### src/rtl/kernel_launch_ctrl.sv
// rtl/kernel_launch_ctrl.sv - kernel launch sequencer with request FIFO
//
// Queues kernel launch requests from the host, selects the datapath
// configuration for each one, starts it on the network, waits for completion
// and reports ID, run-cycle count and abort status with a one-cycle irq.
//
// Ports:
//   clock, reset          rising-edge clock, asynchronous active-high reset
//   req_id/valid/ready    launch request handshake (ID 0 is consumed and dropped)
//   abort                 abort current kernel (honoured in SETUP and RUN)
//   done                  completion from the network (honoured in RUN only)
//   sel_id                configuration select, cur_id in SETUP and RUN
//   kernelID              start level, cur_id in RUN, 0 otherwise
//   busy, pending         FSM not idle, FIFO occupancy
//   irq                   one-cycle pulse in DONE
//   last_id/cycles/aborted  result of the most recently finished kernel
module kernel_launch_ctrl #(
  parameter int SIZEID     = 8,
  parameter int DEPTH      = 4,
  parameter int CFG_CYCLES = 2,
  parameter int CNTW       = 16
) (
  input  logic                     clock,
  input  logic                     reset,
  input  logic [SIZEID-1:0]        req_id,
  input  logic                     req_valid,
  output logic                     req_ready,
  input  logic                     abort,
  input  logic                     done,
  output logic [SIZEID-1:0]        sel_id,
  output logic [SIZEID-1:0]        kernelID,
  output logic                     busy,
  output logic [$clog2(DEPTH):0]   pending,
  output logic                     irq,
  output logic [SIZEID-1:0]        last_id,
  output logic [CNTW-1:0]          last_cycles,
  output logic                     last_aborted
);

  localparam int AW = $clog2(DEPTH);
  localparam int PW = AW + 1;
  localparam int SW = $clog2(CFG_CYCLES + 1);
  localparam logic [PW-1:0] FULL_CNT   = PW'(DEPTH);
  localparam logic [SW-1:0] SETUP_LAST = SW'(CFG_CYCLES - 1);

  localparam logic [1:0] IDLE  = 2'd0;
  localparam logic [1:0] SETUP = 2'd1;
  localparam logic [1:0] RUN   = 2'd2;
  localparam logic [1:0] DONE  = 2'd3;

  logic [SIZEID-1:0] fifo_mem [DEPTH];

  logic [AW-1:0]     wr_ptr_q, wr_ptr_d, rd_ptr_q, rd_ptr_d;
  logic [PW-1:0]     count_q, count_d;
  logic [1:0]        state_q, state_d;
  logic [SIZEID-1:0] cur_id_q, cur_id_d;
  logic [SW-1:0]     setup_cnt_q, setup_cnt_d;
  logic [CNTW-1:0]   run_cnt_q, run_cnt_d;
  logic [SIZEID-1:0] last_id_q, last_id_d;
  logic [CNTW-1:0]   last_cycles_q, last_cycles_d;
  logic              last_aborted_q, last_aborted_d;
  logic [SIZEID-1:0] sel_id_q, sel_id_d, kernel_id_q, kernel_id_d;
  logic              irq_q, irq_d, busy_q, busy_d, req_ready_q, req_ready_d;
  logic              push, pop;

  function automatic logic [CNTW-1:0] sat_inc(input logic [CNTW-1:0] v);
    return (v == {CNTW{1'b1}}) ? v : v + CNTW'(1);
  endfunction

  // req_ready_q always mirrors !full of count_q, so a full FIFO refuses a
  // request even when a pop happens on the same edge. Zero IDs complete the
  // handshake but are never written.
  assign push = req_valid && req_ready_q && (req_id != '0);

  always_comb begin
    state_d        = state_q;
    cur_id_d       = cur_id_q;
    setup_cnt_d    = setup_cnt_q;
    run_cnt_d      = run_cnt_q;
    last_id_d      = last_id_q;
    last_cycles_d  = last_cycles_q;
    last_aborted_d = last_aborted_q;
    pop            = 1'b0;

    case (state_q)
      IDLE: begin
        if (count_q != '0) begin
          pop         = 1'b1;
          cur_id_d    = fifo_mem[rd_ptr_q];
          setup_cnt_d = '0;
          state_d     = SETUP;
        end
      end
      SETUP: begin
        if (abort) begin
          state_d        = DONE;
          last_id_d      = cur_id_q;
          last_cycles_d  = '0;
          last_aborted_d = 1'b1;
        end else if (setup_cnt_q == SETUP_LAST) begin
          state_d   = RUN;
          run_cnt_d = '0;
        end else begin
          setup_cnt_d = setup_cnt_q + SW'(1);
        end
      end
      RUN: begin
        // The sampling cycle of done/abort is itself a RUN cycle.
        run_cnt_d = sat_inc(run_cnt_q);
        if (done || abort) begin
          state_d        = DONE;
          last_id_d      = cur_id_q;
          last_cycles_d  = sat_inc(run_cnt_q);
          last_aborted_d = !done;
        end
      end
      default: state_d = IDLE;
    endcase

    wr_ptr_d = push ? wr_ptr_q + AW'(1) : wr_ptr_q;
    rd_ptr_d = pop  ? rd_ptr_q + AW'(1) : rd_ptr_q;
    case ({push, pop})
      2'b10:   count_d = count_q + PW'(1);
      2'b01:   count_d = count_q - PW'(1);
      default: count_d = count_q;
    endcase

    // Outputs are decoded from the next state so they come straight off flops.
    sel_id_d    = (state_d == SETUP || state_d == RUN) ? cur_id_d : '0;
    kernel_id_d = (state_d == RUN) ? cur_id_d : '0;
    irq_d       = (state_d == DONE);
    busy_d      = (state_d != IDLE);
    req_ready_d = (count_d != FULL_CNT);
  end

  always_ff @(posedge clock) begin
    if (push) fifo_mem[wr_ptr_q] <= req_id;
  end

  always_ff @(posedge clock or posedge reset) begin
    if (reset) begin
      wr_ptr_q       <= '0;
      rd_ptr_q       <= '0;
      count_q        <= '0;
      state_q        <= IDLE;
      cur_id_q       <= '0;
      setup_cnt_q    <= '0;
      run_cnt_q      <= '0;
      last_id_q      <= '0;
      last_cycles_q  <= '0;
      last_aborted_q <= 1'b0;
      sel_id_q       <= '0;
      kernel_id_q    <= '0;
      irq_q          <= 1'b0;
      busy_q         <= 1'b0;
      req_ready_q    <= 1'b1;
    end else begin
      wr_ptr_q       <= wr_ptr_d;
      rd_ptr_q       <= rd_ptr_d;
      count_q        <= count_d;
      state_q        <= state_d;
      cur_id_q       <= cur_id_d;
      setup_cnt_q    <= setup_cnt_d;
      run_cnt_q      <= run_cnt_d;
      last_id_q      <= last_id_d;
      last_cycles_q  <= last_cycles_d;
      last_aborted_q <= last_aborted_d;
      sel_id_q       <= sel_id_d;
      kernel_id_q    <= kernel_id_d;
      irq_q          <= irq_d;
      busy_q         <= busy_d;
      req_ready_q    <= req_ready_d;
    end
  end

  assign req_ready    = req_ready_q;
  assign sel_id       = sel_id_q;
  assign kernelID     = kernel_id_q;
  assign busy         = busy_q;
  assign pending      = count_q;
  assign irq          = irq_q;
  assign last_id      = last_id_q;
  assign last_cycles  = last_cycles_q;
  assign last_aborted = last_aborted_q;

endmodule

### config.mk
export PLATFORM = sky130hd
export DESIGN_NAME = kernel_launch_ctrl
export DESIGN_NICKNAME = d
export VERILOG_FILES = /design/src/rtl/kernel_launch_ctrl.sv
export SDC_FILE = /design/constraint.sdc
export NUM_CORES = 1
export LEC_CHECK = 0
export BUFFER_PORTS_ARGS = -buffer_cell sky130_fd_sc_hd__buf_4
export CAP_MARGIN = 20
export CORE_MARGIN = 3
export CORE_UTILIZATION = 45
export CTS_BUF_LIST = sky130_fd_sc_hd__clkbuf_16
export CTS_CLUSTER_DIAMETER = 40
export DETAILED_ROUTE_END_ITERATION = 16
export GPL_TIMING_DRIVEN = 0
export PLACE_DENSITY_LB_ADDON = 0.05
export REMOVE_ABC_BUFFERS = 1
export SLEW_MARGIN = 20
export SYNTH_ARGS = -nofsm -noshare
export SYNTH_HDL_FRONTEND = slang
export SYNTH_SLANG_ARGS = --single-unit
### constraint.sdc
create_clock -name clock -period 2.3 [get_ports clock]
set_clock_uncertainty 0.15 [all_clocks]
set_input_delay 0.115 -clock clock [delete_from_list [all_inputs] [get_ports clock]]
set_output_delay 0.115 -clock clock [all_outputs]
set_load 0.05 [all_outputs]
# After elaboration in Yosys (flattened, before gate mapping)
# Memory sizes are Yosys's and may differ from the RTL's.
# Index checks and enable logic that the tools add are counted.
[word_totals]
reg_bits = 79
mem_bits_rw = 32
out_inout_bits = 47
wordCells = 83
n_memories = 1
[memory_table]
columns = ["name", "words", "word_bits", "read_ports", "rd_clocked_by_memory_dff", "write_ports", "line_no", "text"]
rows = [
  ["fifo_mem", 4, 8, 1, 0, 1, "51", "logic [SIZEID-1:0] fifo_mem [DEPTH];"],
]
[op_classes]
add_sub_neg = 6
eq_ne = 16
mux = 31
reduce_logical = 14
[op_table]
columns = ["cell", "count"]
rows = [
  ["2-to-1 mux 16 bit", 5],
  ["case mux 16 bit (2 select lines)", 2],
  ["2-to-1 mux 8 bit", 6],
  ["adder 16 x 1 -> 16 bit, second input constant", 1],
  ["== test 16 bit, second input constant", 1],
  ["case mux 8 bit (2 select lines)", 1],
  ["2-to-1 mux 2 bit", 7],
  ["!= test 2 bit, second input constant", 6],
  ["== test 2 x 1 -> 1 bit, second input constant", 4],
  ["== test 2 bit, second input constant", 4],
  ["nonzero test 8 bit", 1],
  ["adder 2 x 1 -> 2 bit, second input constant", 3],
  ["2-to-1 mux 1 bit", 6],
  ["case mux 2 bit (3 select lines)", 1],
  ["case mux 3 bit (2 select lines)", 1],
  ["AND reduction 3 bit", 2],
  ["nonzero test 2 bit", 3],
  ["case mux 2 bit (2 select lines)", 1],
  ["AND reduction 4 bit", 1],
  ["adder 3 x 1 -> 3 bit, second input constant", 1],
  ["!= test 3 bit, second input constant", 1],
  ["nonzero test 3 bit", 1],
  ["subtractor 3 x 1 -> 3 bit, second input constant", 1],
  ["logical AND 1 bit", 2],
  ["other kinds (4)", 5],
]

# Logic depth before layout (Yosys ltp)
# Gate-level depths: netlist (run 1).
[depth]
depth_word = 7
depth_mapped = 12
ltp_nobuf = 11

# Least setup slack after synthesis (run 1)
# OpenSTA, ideal clock, no wires.
[synth_timing]
path_type = "reg2reg"
from = "reg count_q[1], in the netlist pending[1]"
to = "reg req_ready_q, in the netlist req_ready"
setup_time_ns = 0.083
t_arrival_ns = 2.399
required_ns = 2.067
setup_slack_ns = -0.332
path_stages_with_launch = 12
n_path_buf = 1
period_less_slack_ns = 2.632
path_cell_list = "dfrtp_1 nor3_1 nand2b_1 inv_2 buf_2 ha_1 inv_1 fa_1 xor2_1 nor2_1 xor2_1 nand2_1"
[synth_between]
elab_chain_len = 6
[synth_rtl]
columns = ["item", "line_no", "text"]
rows = [
  ["start, declared", "54", "logic [PW-1:0] count_q, count_d;"],
  ["start signal, assigned", "160", "count_q <= count_d;"],
  ["nonzero test 3 bit *", "87", "if (count_q != '0) begin"],
  ["2-to-1 mux 1 bit *", "87", ""],
  ["2-to-1 mux 1 bit *", "85", "case (state_q)"],
  ["via pop", "64", "logic push, pop;"],
  ["== test 2 x 1 -> 1 bit / == test 2 bit (equally long branches)", "122", "case ({push, pop})"],
  ["case mux 3 bit (2 select lines) *", "122", ""],
  ["via count_d[2]", "54", ""],
  ["!= test 3 bit *", "133", "req_ready_d = (count_d != FULL_CNT);"],
  ["via req_ready_d", "63", "logic irq_q, irq_d, busy_q, busy_d, req_ready_q, req_ready_d;"],
  ["end signal, assigned", "172", "req_ready_q <= req_ready_d;"],
  ["end, declared", "63", ""],
]
# The timed path passes the listed nets; every way through them passes the cells marked *.
# A chain may end at the register's enable or synchronous reset.

# Worst setup path in the final report (run 1)
[layout_timing]
from = "reg state_q[1]"
to = "reg req_ready_q, in the netlist req_ready"
[layout_between]
elab_chain_len = 5
[layout_rtl]
columns = ["item", "line_no", "text"]
rows = [
  ["start, declared", "55", "logic [1:0] state_q, state_d;"],
  ["start signal, assigned", "161", "state_q <= state_d;"],
  ["zero test 2 bit *", "85", ""],
  ["2-to-1 mux 1 bit *", "85", ""],
  ["== test 2 x 1 -> 1 bit / == test 2 bit (equally long branches)", "122", ""],
  ["case mux 3 bit (2 select lines) *", "122", ""],
  ["via count_d[2]", "54", ""],
  ["!= test 3 bit *", "133", ""],
  ["via req_ready_d", "63", ""],
]
# Marked as above.

==> reports/results.txt, run 1 <==
CP Data Arrival Time: 2330 ps
final wirelength: 10800 um
Vias/cell: 5.32
most numerous cell in the Yosys netlist: dfrtp_1
crit-path most repeated cell: xor2_1
relative slew slack: 55.7%
R2R depth: 11
CTS tree: yes
worst r2r src: state_q[1]$_DFF_PP0_
iteration-0 DRC count of the detailed router: 161
post-synthesis sequential area ratio: 59.3%
Slowest-stage cell, CP: dfrtp_1
Synth Register Bits: 111
Post-Synthesis Cells: 414
Clk network pwr share: 19.0%
Lkg Pwr: 0.00269 uW
wire per inst: 17.2 um
number of CTS-inserted buffers: 9
Initial Utilization: 47.2%
Slew Limit Fails: 0
Synth cell types: 57
Critical Path End Type: register
Highest Clock Rate: 455 MHz
Crit path largest cell delay: 410 ps
final hold viol count: 0
unrepaired setup endpoints after global routing: yes
synthesized area per cell: 12.0 um^2
DR vias: 3340
I/O Buffers: 59
Final Critical Period: 2200 ps
worst r2r dst: req_ready$_DFF_PP1_
Ports: 60
vias in the first global route: 3512
Area Overhead vs Synth: 24.2%
CORE AREA: 10500 um^2
Worst Tran Pin Value: 658 ps
top cell type by total area after synthesis: dfrtp_1
Filler cells: 887
r2r setup slk: 100 ps
Die Y: 111 um
CP Class: register to register
P_int: 4890 uW
CTS Root Cell: clkbuf_16
All-Layer GR Usage: 18.5%
share of the synthesized area in the top cell type: 39.4%
Comb pwr share: 46.8%
Reg power frac: 34.1%
Peak VDD IR: 0.773 mV
Clock Latency Late Sink: 350 ps
multi-input logic area: 1980 um^2
DRT Pass-1 Iters: 4
Worst Path Required: 2430 ps
critical path capture point: req_ready$_DFF_PP1_
status: completed
fin crit share: 95.5%
Clock transition at path regs: 80 ps
CP cell instances: inv_2 -> ha_4 -> nand2b_2 -> inv_4 -> ha_2 -> inv_1 -> fa_1 -> xor2_1 -> nor2_1 -> xor2_1 -> nand2_1
H-tree levels: 3
FP Rows: 37
Worst Path Max Fanout: 4
die area: 12300 um^2
setup TNS: 0 ps
Power Dens Cells: 1410 nW/um^2
Async S/R FF share, synth: 71.2%
n_diodes: 0
global-route wire length before repair: 18400 um
nets@finish: 516
Post-synth top cells: 78 x dfrtp_1, 48 x nand2_1, 32 x edfxtp_1
antenna violations before repair: 0
switching share of power: 43.6%
Max-cap violations: 0
Max Root-Sink Buffers: 2
hpwl dp: 7020 um
post-route ant nets: 0
Top FF cell, synth: dfrtp_1
worst min path class: input pin to register
EDFF count, synth: 32
layout cells sized above 1: 26.4%
GPL Wtd Cong: 0.843
clk sink count: 111
DRC viols: 0
net switching power figure: 3780 uW
Post-Syn Area: 4960 um^2
total gr overflow: 0
Final setup viols: 0
Syn. warnings: 0
Die Wd: 111 um
sequential cell area: 2940 um^2
largest net degree at the start of global routing: 58
final hold slack: 42.4 ps
Synth area leaders: dfrtp_1 39%, edfxtp_1 19%, ha_1 3.8%
CP startpoint kind: register
CP startpoint: state_q[1]$_DFF_PP0_
-- worst min-delay path by stage --
stage / from / slack, ps / cells after the start / endpoint
3_5_place_dp: reset / -40 / 2 / last_cycles[4]$_DFFE_PP0P_
2_1_floorplan: req_id[0] / 60 / 0 / fifo_mem[0][0]$_DFFE_PP_
6_report: req_valid / 40 / 4 / wr_ptr_q[0]$_DFFE_PP0P_
4_1_cts: req_valid / 40 / 4 / wr_ptr_q[0]$_DFFE_PP0P_
3_3_place_gp: req_id[5] / 170 / 1 / fifo_mem[2][5]$_DFFE_PP_
5_1_grt: req_valid / 60 / 4 / wr_ptr_q[0]$_DFFE_PP0P_
-- critical path: cells and delay by family (launching register included) --
family	cells	cell delay (ps)
xor+xnor	2	340
fa+ha+maj	3	710
buf+inv	3	230
flops	1	410
simple gates	3	290
-- cell families after synthesis --
logic type,after synthesis,share of synthesized area [%]
xor+xnor,14,2.47
compound gates,83,10.6
simple gates,129,14.4
flops,111,59.3
mux,17,5.45
fa+ha+maj,16,4.19
buf+inv,44,3.61
-- power groups by stage --
stage	combinational, uW	sequential (uW)	clock, uW
after floorplan	1690	3800	0
after global placement	3520	3000	0
after detailed placement	3600	3010	0
after CTS	3970	2970	1680
after global routing	4450	3040	1760
final	4060	2960	1650
-- per-layer routing --
| layer | global-route usage, % | share of wire (%) | vias up |
|---|---|---|---|
| met5 | 0 | 0 | - |
| met4 | 5.01 | 0.90 | 0 |
| met3 | 4.26 | 3.6 | 7 |
| met2 | 32.2 | 53 | 63 |
| met1 | 23.3 | 43 | 1649 |
| li1 | - | - | 1621 |
-- final cells by class --
cell class	count	area share, %
multi-input combinational	260	32.2
clock buffer	9	3.66
tap	136	2.76
inverter	26	1.67
clock inverter	7	1.56
sequential	111	47.7
timing repair buffer	79	10.5
-- metrics by stage --
stage	std cells	worst slack [ps]	total power (uW)	util [%]	cell area, um^2
floorplan	396	-612	5490	-	4880
global placement	591	-1820	6520	52.3	5490
detailed placement	592	-1220	6610	52.6	5530
CTS	624	1.67	8620	57.9	6080
global route	628	-77.2	9260	58.6	6160
finish	628	104	8670	58.6	6160
-- sequential cells by signal (all words and copies together), names as in the netlist --
signal and count:
fifo_mem 32, last_cycles 16, run_cnt_q 16, cur_id_q 8, kernelID 8, last_id 8, sel_id 8, pending 3
rd_ptr_q 2, setup_cnt_q 2, state_q 2, wr_ptr_q 2, busy 1, irq 1, last_aborted 1, req_ready 1
-- what timing repair did --
item / in CTS / in global routing
setup buffers: 5 / 4
pin swaps: 2 / 2
gates resized for setup: 19 / 11
endpoints found under the setup margin: 61 / 28
hold endpoints to repair: 111 / 0
gates cloned: 1 / 0
hold buffers: 10 / 0
-- placed cells by master (no fill, tap or decap), types with 5 or more instances in the layout --
cell type	netlist	layout
xor2_1	8	8
nand4_1	7	7
edfxtp_1	32	32
nor2b_1	16	16
nand2_1	48	47
clkbuf_16	0	9
a21oi_1	26	23
o21ai_0	13	11
buf_4	0	67
o21ai_1	11	11
nor2_1	16	16
ha_1	15	8
dfrtp_1	78	78
xnor2_1	6	6
dlygate4sd3_1	0	10
mux4_2	8	8
a21o_1	5	5
mux2i_1	9	9
nand3_1	9	9
inv_1	24	21
Note: power is estimated with default switching activity, not from simulation.
==> run 2: changes to the inputs <==
--- a/config.mk
+++ b/config.mk
@@ -9,13 +9,12 @@
 export CAP_MARGIN = 20
 export CORE_MARGIN = 3
 export CORE_UTILIZATION = 45
-export CTS_BUF_LIST = sky130_fd_sc_hd__clkbuf_16
+export CTS_BUF_LIST = sky130_fd_sc_hd__clkbuf_2 sky130_fd_sc_hd__clkbuf_4 sky130_fd_sc_hd__clkbuf_8
 export CTS_CLUSTER_DIAMETER = 40
 export DETAILED_ROUTE_END_ITERATION = 16
 export GPL_TIMING_DRIVEN = 0
 export PLACE_DENSITY_LB_ADDON = 0.05
 export REMOVE_ABC_BUFFERS = 1
-export SLEW_MARGIN = 20
 export SYNTH_ARGS = -nofsm -noshare
 export SYNTH_HDL_FRONTEND = slang
 export SYNTH_SLANG_ARGS = --single-unit
==> run 2 against run 1 <==
Clock-buffer cell count unchanged. Routed wire length down 4.0%. First-iteration DRC count down 11%. Flip-flop and latch count unchanged. Setup slack better by 19 ps. Sequential power about the same. Combinational power about the same. Cell count up 0.80%.
==> reports/results.txt, run 2 (synthesized netlist as in run 1, its figures left out) <==
final hold viol count: 0 (unchanged)
DR vias: 3338 (-0.060%)
Slew Limit Fails: 0 (unchanged)
relative slew slack: 56.6% (+0.90 points)
DRC viols: 0 (unchanged)
total gr overflow: 0 (unchanged)
Final Critical Period: 2180 ps (-18.6 ps)
Area Overhead vs Synth: 22.9%
commonest cells after routing, fill and taps aside: 78 x dfrtp_1, 72 x buf_4, 47 x nand2_1
Worst Tran Pin Value: 645 ps (-13.3 ps)
crit-path leading delay family: adder cells
number of CTS-inserted buffers: 9 (unchanged)
critical path buffer and inverter count: 1 (-2)
Max Root-Sink Buffers: 2 (unchanged)
Peak VDD IR: 0.800 mV (+3.5%)
H-tree levels: 3 (unchanged)
CP Class: register to register
wire per inst: 16.3 um (-4.7%)
crit-path most repeated cell: a21o_1
Area after DPL: 5540 um^2 (+0.14%)
Reg with most FFs: fifo_mem
Power Dens Cells: 1360 nW/um^2 (-3.5%)
post-route ant nets: 0 (unchanged)
CP Data Arrival Time: 2330 ps (about the same)
Comb pwr share: 49.2% (+2.4 points)
unrepaired setup endpoints after global routing: no
final setup margin: 122 ps (+18.6 ps)
antenna violations before repair: 0 (unchanged)
hpwl dp: 7110 um (+1.2%)
DRT Pass-1 Iters: 4 (unchanged)
FP Rows: 37 (unchanged)
Die Y: 111 um (unchanged)
Filler cells: 885 (-0.23%)
Slowest-stage cell, CP: dfrtp_1
die area: 12300 um^2 (unchanged)
vias in the first global route: 3461 (-1.5%)
All-Layer GR Usage: 17.9% (-0.60 points)
Die Wd: 111 um (unchanged)
fin crit share: 94.7% (-0.81 points)
Worst Path Required: 2450 ps (+20 ps)
Initial Utilization: 47.2% (unchanged)
Max-cap violations: 0 (unchanged)
nets@finish: 521 (+0.97%)
Ports: 60 (unchanged)
Clock Latency Late Sink: 380 ps (+30 ps)
GPL Wtd Cong: 0.843 (unchanged)
Worst Path Max Fanout: 10 (+6)
Clock transition at path regs: 120 ps (+40 ps)
worst min path class: input pin to register
Final setup viols: 0 (unchanged)
P_int: 4610 uW (-5.6%)
CTS Root Cell: clkbuf_8
status: completed
final wirelength: 10300 um (-4.0%)
worst slack, placed: -1240 ps (-20.7 ps)
Vias/cell: 5.27 (-0.85%)
Crit path largest cell delay: 420 ps (about the same)
setup TNS: 0 ps (unchanged)
fin area: 6100 um^2 (-1.0%)
CP cell instances: buf_4 -> ha_2 -> o21ai_0 -> a21o_1 -> a21o_1 -> ha_4 -> nor2b_1
Highest Clock Rate: 459 MHz (+0.86%)
Clk network pwr share: 15.1% (-3.9 points)
final cell utilization of the core: 58.0% (-0.61 points)
switching share of power: 44.3% (+0.69 points)
Reg power frac: 35.7% (+1.6 points)
CP startpoint kind: register
CORE AREA: 10500 um^2 (unchanged)
most common cell after layout, fill and taps aside: dfrtp_1
CTS tree: yes
I/O Buffers: 59 (unchanged)
net switching power figure: 3670 uW (-3.0%)
n_diodes: 0 (unchanged)
clk sink count: 111 (unchanged)
Largest register FFs: 32 (unchanged)
global-route wire length before repair: 17900 um (-2.7%)
layout cells sized above 1: 27.4% (+0.94 points)
Lkg Pwr: 0.00268 uW (-0.62%)
iteration-0 DRC count of the detailed router: 144 (-11%)
Critical Path End Type: register
largest net degree at the start of global routing: 58 (unchanged)
-- run 2: per-stage QoR --
step / power [uW] / hold slack, ps / std cells
after floorplan: 5490 / 63.9 / 396
after global placement: 6520 / 175 / 591
after detailed placement: 6650 / -39.2 / 593
after CTS: 8080 / 15.0 / 624
after global routing: 8900 / 65.5 / 633
final: 8290 / 35.5 / 633
-- run 2: repair_timing --
item / 4_1_cts / 5_1_grt
endpoints found under the setup margin: 62 / 44
hold buffers: 11 / 0
pin swaps: 1 / 5
buffers inserted: 4 / 9
endpoints found under the hold margin: 112 / 0
cloned: 0 / 0
resized for setup: 16 / 17
-- run 2: path summary, 6_finish.rpt --
check,cells past startpoint,endpoint,slack (ps),startpoint
min,4,setup_cnt_q[0]$_DFFE_PP0P_,40,abort
max,7,sel_id[1]$_DFF_PP0_,120,state_q[0]$_DFF_PP0_
min in group asynchronous,3,last_cycles[4]$_DFFE_PP0P_,90,reset
min reg2reg,2,last_id[6]$_DFFE_PP0P_,330,cur_id_q[6]$_DFF_PP0_
max in group asynchronous,4,req_ready$_DFF_PP1_,1280,reset
max reg2reg,7,sel_id[1]$_DFF_PP0_,120,state_q[0]$_DFF_PP0_
-- run 2: worst min-delay path, cell delays in order --
cell	delay (ps)
buf_4	140
o21ai_0	70
o21ai_0	70
a22o_1	130
-- run 2: power groups by stage --
stage / Combinational, uW / Clock [uW] / Sequential, uW
after CTS: 3830 / 1290 / 2970
after global routing: 4470 / 1380 / 3040
after floorplan: 1690 / 0 / 3800
after global placement: 3520 / 0 / 3000
final: 4080 / 1250 / 2960
after detailed placement: 3630 / 0 / 3010
-- run 2: final cells by class --
class | instances | area [um^2] | area share, %
sequential | 111 | 2940 | 48.2
multi-input combinational | 259 | 1970 | 32.3
timing repair buffer | 85 | 693 | 11.4
clock inverter | 7 | 96.3 | 1.58
inverter | 26 | 105 | 1.72
clock buffer | 9 | 124 | 2.03
tap | 136 | 170 | 2.79
-- run 2: per-layer routing --
metal	routed length [um]	track usage [%]	vias to the layer above	share of wire [%]
met4	113	4.11	0	1.1
met3	337	3.88	8	3.3
li1	-	-	1634	-
met5	0	0	-	0
met1	4550	23.2	1641	44
met2	5340	31.0	55	52
